==> config.mk <==
export PLATFORM = sky130hd
export DESIGN_NAME = ndma_write_mgr_q
export DESIGN_NICKNAME = d
export VERILOG_FILES = /design/src/rtl/ndma_pkg.sv /design/src/rtl/ndma_fifo.sv /design/src/rtl/ndma_write_mgr_q.sv
export SDC_FILE = /design/constraint.sdc
export NUM_CORES = 1
export LEC_CHECK = 0
export ABC_AREA = 1
export CAP_MARGIN = 40
export CORE_MARGIN = 1.5
export CORE_UTILIZATION = 55
export DETAILED_ROUTE_END_ITERATION = 10
export DONT_BUFFER_PORTS = 1
export PLACE_DENSITY = 0.7
export SLEW_MARGIN = 15
export SYNTH_ARGS = -nofsm -noshare
export SYNTH_HDL_FRONTEND = slang
export SYNTH_SLANG_ARGS = --single-unit
==> constraint.sdc <==
create_clock -name clk_i -period 6.1 [get_ports clk_i]
set_input_delay 1.22 -clock clk_i [delete_from_list [all_inputs] [get_ports clk_i]]
set_output_delay 1.22 -clock clk_i [all_outputs]
set_load 0.01 [all_outputs]
==> src/rtl/ndma_pkg.sv <==
// Shared types, defaults and parameter checks for the NanoDMA OBI write path.
package ndma_pkg;

  localparam int ADDR_W_DEF = 32;
  localparam int DATA_W_DEF = 32;
  localparam int BE_W_DEF   = DATA_W_DEF / 8;

  // Write command as issued by the channel sequencer at the default bus widths.
  typedef struct packed {
    logic [ADDR_W_DEF-1:0] addr;
    logic [DATA_W_DEF-1:0] wdata;
    logic [BE_W_DEF-1:0]   be;
  } ndma_wcmd_t;

  function automatic bit data_w_legal(input int w);
    return (w == 32) || (w == 64);
  endfunction

endpackage

==> src/rtl/ndma_fifo.sv <==
// Synchronous FIFO with registered occupancy; the head word is read combinationally.
module ndma_fifo #(
  parameter int WIDTH = 8,
  parameter int DEPTH = 4
) (
  input  logic             clk_i,
  input  logic             rst_i,
  input  logic             push_i,
  input  logic [WIDTH-1:0] wdata_i,
  input  logic             pop_i,
  output logic [WIDTH-1:0] rdata_o,
  output logic             full_o,
  output logic             empty_o
);

  localparam int PTR_W = (DEPTH > 1) ? $clog2(DEPTH) : 1;
  localparam int CNT_W = $clog2(DEPTH + 1);

  logic [WIDTH-1:0] mem [DEPTH];
  logic [PTR_W-1:0] wptr;
  logic [PTR_W-1:0] rptr;
  logic [CNT_W-1:0] count;
  logic             do_push;
  logic             do_pop;

  function automatic logic [PTR_W-1:0] next_ptr(input logic [PTR_W-1:0] ptr);
    return (ptr == PTR_W'(DEPTH - 1)) ? '0 : ptr + 1'b1;
  endfunction

  assign full_o  = (count == CNT_W'(DEPTH));
  assign empty_o = (count == '0);
  assign do_push = push_i && !full_o;
  assign do_pop  = pop_i && !empty_o;
  assign rdata_o = mem[rptr];

  // NOTE: storage is deliberately not reset; count alone says which entries are valid.
  always_ff @(posedge clk_i) begin
    if (do_push) mem[wptr] <= wdata_i;
  end

  always_ff @(posedge clk_i) begin
    if (rst_i) begin
      wptr  <= '0;
      rptr  <= '0;
      count <= '0;
    end else begin
      if (do_push) wptr <= next_ptr(wptr);
      if (do_pop)  rptr <= next_ptr(rptr);
      if (do_push && !do_pop)      count <= count + 1'b1;
      else if (!do_push && do_pop) count <= count - 1'b1;
    end
  end

endmodule

==> src/rtl/ndma_write_mgr_q.sv <==
// Pipelined OBI write manager: queues write commands, keeps up to MAX_OUTST writes
// in flight and captures the address of the first bus error.
module ndma_write_mgr_q
  import ndma_pkg::*;
#(
  parameter int ADDR_W     = ADDR_W_DEF,
  parameter int DATA_W     = DATA_W_DEF,
  parameter int FIFO_DEPTH = 4,
  parameter int MAX_OUTST  = 2
) (
  input  logic                clk_i,
  input  logic                rst_i,
  input  logic                cmd_valid_i,
  output logic                cmd_ready_o,
  input  logic [ADDR_W-1:0]   cmd_addr_i,
  input  logic [DATA_W-1:0]   cmd_wdata_i,
  input  logic [DATA_W/8-1:0] cmd_be_i,
  output logic                obi_req_o,
  input  logic                obi_gnt_i,
  output logic [ADDR_W-1:0]   obi_addr_o,
  output logic                obi_we_o,
  output logic [DATA_W/8-1:0] obi_be_o,
  output logic [DATA_W-1:0]   obi_wdata_o,
  input  logic                obi_rvalid_i,
  input  logic                obi_err_i,
  output logic                idle_o,
  output logic                err_o,
  output logic [ADDR_W-1:0]   err_addr_o,
  input  logic                err_clr_i
);

  localparam int BE_W  = DATA_W / 8;
  localparam int OFS_W = $clog2(BE_W);
  localparam int CNT_W = $clog2(MAX_OUTST + 1);
  localparam logic [ADDR_W-1:0] ALIGN_MASK = {{(ADDR_W-OFS_W){1'b1}}, {OFS_W{1'b0}}};

  if (!data_w_legal(DATA_W)) begin : g_bad_data_w
    $error("ndma_write_mgr_q: DATA_W must be 32 or 64");
  end

  typedef struct packed {
    logic [ADDR_W-1:0] addr;
    logic [DATA_W-1:0] wdata;
    logic [BE_W-1:0]   be;
  } wcmd_t;

  wcmd_t             cmd_in;
  wcmd_t             cmd_head;
  logic              cmd_full;
  logic              cmd_empty;
  logic              grant;
  logic              rsp_valid;
  logic [ADDR_W-1:0] rsp_addr;
  logic              rsp_full_unused;
  logic              rsp_empty_unused;
  logic [CNT_W-1:0]  outst_cnt;

  always_comb begin
    cmd_in.addr  = cmd_addr_i & ALIGN_MASK;
    cmd_in.wdata = cmd_wdata_i;
    cmd_in.be    = cmd_be_i;
  end

  ndma_fifo #(.WIDTH($bits(wcmd_t)), .DEPTH(FIFO_DEPTH)) u_cmd_q (
    .clk_i   (clk_i),
    .rst_i   (rst_i),
    .push_i  (cmd_valid_i && cmd_ready_o),
    .wdata_i (cmd_in),
    .pop_i   (grant),
    .rdata_o (cmd_head),
    .full_o  (cmd_full),
    .empty_o (cmd_empty)
  );

  // Remembers the address of every granted write so a response can be attributed.
  ndma_fifo #(.WIDTH(ADDR_W), .DEPTH(MAX_OUTST)) u_rsp_q (
    .clk_i   (clk_i),
    .rst_i   (rst_i),
    .push_i  (grant),
    .wdata_i (cmd_head.addr),
    .pop_i   (rsp_valid),
    .rdata_o (rsp_addr),
    .full_o  (rsp_full_unused),
    .empty_o (rsp_empty_unused)
  );

  assign cmd_ready_o = !cmd_full;
  assign obi_req_o   = !cmd_empty && (outst_cnt < CNT_W'(MAX_OUTST));
  assign grant       = obi_req_o && obi_gnt_i;
  assign rsp_valid   = obi_rvalid_i && (outst_cnt != '0);
  assign idle_o      = cmd_empty && (outst_cnt == '0);

  // Head storage is not reset, so the bus fields are forced to zero while the queue is empty.
  assign obi_we_o    = 1'b1;
  assign obi_addr_o  = cmd_empty ? '0 : cmd_head.addr;
  assign obi_wdata_o = cmd_empty ? '0 : cmd_head.wdata;
  assign obi_be_o    = cmd_empty ? '0 : cmd_head.be;

  always_ff @(posedge clk_i) begin
    if (rst_i) begin
      outst_cnt <= '0;
    end else if (grant && !rsp_valid) begin
      outst_cnt <= outst_cnt + 1'b1;
    end else if (!grant && rsp_valid) begin
      outst_cnt <= outst_cnt - 1'b1;
    end
  end

  // A new error beats a same-cycle clear; otherwise the first captured address sticks.
  always_ff @(posedge clk_i) begin
    if (rst_i) begin
      err_o      <= 1'b0;
      err_addr_o <= '0;
    end else if (rsp_valid && obi_err_i && (!err_o || err_clr_i)) begin
      err_o      <= 1'b1;
      err_addr_o <= rsp_addr;
    end else if (err_clr_i) begin
      err_o      <= 1'b0;
      err_addr_o <= '0;
    end
  end

endmodule

==> out/summary.txt <==
Outcome -> complete, no violations
Largest family of logic cells by synthesized area -> simple AND/OR/NAND/NOR gates
Worst path bufs/invs -> 1
Final Cell Area -> 16200 um2
Fin crit period -> 4.06 ns
Fmax -> 246 MHz
Data arrival time of the worst path -> 2.84 ns
Fillers -> 1955
Syn Area/Cell -> 11.9 um2
Reg area -> 10700 um2
Final Util -> 62.2%
Worst setup margin -> 2.04 ns
RSZ-0062 raised after global routing -> false
Post-Synth Simple-Gate Area -> 13.3%
Reg2Reg Depth -> 6
Compound-Gate Fraction of Synth Area -> 8.68%
Htree depth -> 2
Adder-Cell Fraction of Synth Area -> 0.824%
Ports -> 180
Post-Syn Instances -> 1226
Post-route ant nets -> 0
Worst r2r src -> u_cmd_q.count[1]
Syn Std Cell Area -> 14600 um2
Commonest non-fill, non-tap cell in the layout -> edfxtp_1
Hold path start -> u_rsp_q.count[1]
Yosys cell types -> 26
Most used cell, CP -> nor2_1
CTS Root Cell -> clkbuf_16
First-pass GRT wire length -> 46.3 mm
Multi-input gate area -> 3390 um2
Starting Density -> 56.0%
Area after DPL -> 14900 um2
Worst-path clk slew -> 0.06 ns
Critical path launch point type -> flip-flop
Layout cells sized above 1 -> 7.34%
Num CTS Buffers -> 38
GRT Overall Usage -> 21.5%
Largest net degree at the start of global routing -> 81
R2R setup slack -> 3.58 ns
Leak Pwr -> 5.60 nW
Vias per Instance -> 5.52
Max-Cap Viols -> 0
P&R area growth vs syn -> 11.1%
Power density cells -> 459 nW/um2
Cell Chain, Critical Path -> buf_4 -> nor2_1 -> nor2_1 -> o21ai_0 -> a21oi_1
R2R Path End -> u_cmd_q.mem[0][24]
Hold-fix buffer count after cts -> 0
Final wirelength -> 29.5 mm
Most frequent cells in the layout -> edfxtp_1 (324), nor2_1 (272), nand2_1 (131)
Slowest cell on the critical path -> buf_4
Initial drt markers -> 822
Clk Latency, worst-skew pair -> 0.52 ns
Setup TNS Final -> 0 ns
Wire per inst -> 18.8 um
GPL Wtd Cong -> 0.715
Largest stage delay, worst path -> 0.77 ns
Post-Place Cells -> 1505
Worst Hold Path EP -> u_rsp_q.count[1]
Clock Skew -> 0.00903 ns
Hold slack final -> 0.488 ns
Mux share of post-synthesis cell area -> 0%
CTS tree -> done
Setup crit end kind -> output pin
Clock buffer depth -> 3
Top-area cell type share of the netlist area -> 66.7%
Detailed-router iteration count before antenna repair -> 5
Count of pins over their slew limit -> 0
Crit path max-delay family -> buffers and inverters
WS Path Type -> reg -> out
Setup bufs post-CTS -> 0
I/O Buffers -> 0
Global route overflow -> 0
Synthesis Warnings -> 0
Core outline area -> 26100 um2
Die area -> 27500 um2
Hold Crit Class -> reg -> reg
Nets -> 1295
Rel. slew slack -> 44.1%
Die H -> 166 um
Via count -> 8686
Yosys reg bits -> 371
Initial antenna violation count -> 0
Worst hold stages -> 2
Die Wd -> 166 um
Critical-path maximum fanout -> 78
Vias in the first global route -> 8424
Sequential-to-total area share from yosys stat -> 73.2%
Clock sink total -> 371
Max VDD drop -> 0.312 mV
WP data required -> 4.88 ns
Post-synthesis xor/xnor area fraction -> 0%
DP HPWL -> 17.3 mm
Setup WS pre-CTS -> 2.56 ns
Final Hold Viols -> 0
Setup Viol. Count Final -> 0
Total power draw -> 7.43 mW
Synth area leaders -> edfxtp_1 (67%), nor2_1 (7.2%), dfxtp_1 (6.5%)
Resized Gates After CTS -> 0
Standard-cell rows -> 59
ANT cells -> 0
Final period utilization -> 66.6%
DRC Markers -> 0
Non-Filler Instances -> 1574
Slew @ Worst Pin -> 0.838 ns
Leading area contributor after synthesis -> edfxtp_1
## area by class of cell
type | instances | area share (%)
timing repair buffer | 23 | 2.08
sequential | 371 | 65.9
multi-input combinational | 748 | 20.9
tap | 335 | 2.59
clock inverter | 22 | 1.38
clock buffer | 46 | 6.45
inverter | 29 | 0.703
## synth_stat cells, drive strengths merged
cell type / n
a21oi: 110
and2: 1
buf: 53
clkbuf: 28
conb: 2
dfxtp: 47
edfxtp: 324
fa: 1
ha: 8
inv: 29
nand2: 131
nand3: 34
nand4: 31
nor2: 279
nor3: 2
o21ai: 143
or2: 3
## state kept, by name, summed over array words and instances, names as in the netlist, named ones only
register	flops
err_addr_o	30
err_o	1
outst_cnt	2
u_cmd_q.count	3
u_cmd_q.mem	264
u_cmd_q.rptr	2
u_cmd_q.wptr	2
u_rsp_q.count	2
u_rsp_q.mem	60
u_rsp_q.rptr	1
u_rsp_q.wptr	1
## worst max path at each step
stage                           start                end  slack [ns]  cells after the start
after floorplan           cmd_valid_i  u_cmd_q.mem[0][0]        1.46                      2
after global placement      flip-flop      obi_addr_o[2]        2.55                      5
after detailed placement    flip-flop      obi_addr_o[2]        2.56                      5
after CTS                   flip-flop      obi_addr_o[2]        2.01                      5
after global routing        flip-flop     obi_addr_o[31]        1.86                      5
final                       flip-flop     obi_addr_o[31]        2.04                      5
## power breakdown
part	switching [mW]	leakage, nW	internal [mW]
logic	1.33	1.63	0.446
registers	0.136	3.35	3.19
clock network	0.901	0.615	1.42
total	2.37	5.60	5.06
## tightest hold or removal path, stage by stage, from the launching register on
cell     delay, ns
dfxtp_1       0.32
inv_1         0.07
a21oi_1       0.05
## cell families (layout without fill, tap and decap cells)
| family | after synthesis | count (layout) |
|---|---|---|
| AO/OA/AOI/OAI | 253 | 253 |
| flip-flops | 371 | 371 |
| other | 2 | 5 |
| adder cells (fa/ha/maj) | 9 | 9 |
| buffers and inverters | 110 | 120 |
| AND/OR/NAND/NOR | 481 | 481 |
## per-layer routing
metal	track usage (%)	share of wire, %	wire (um)	vias to the layer above
met5	0	0	0	-
met4	7.21	2.7	794	0
met3	6.41	8.9	2630	56
met2	35.1	48	14000	299
met1	27.7	41	12100	4075
li1	-	-	-	4256
Power figures use the tool's default switching activity.
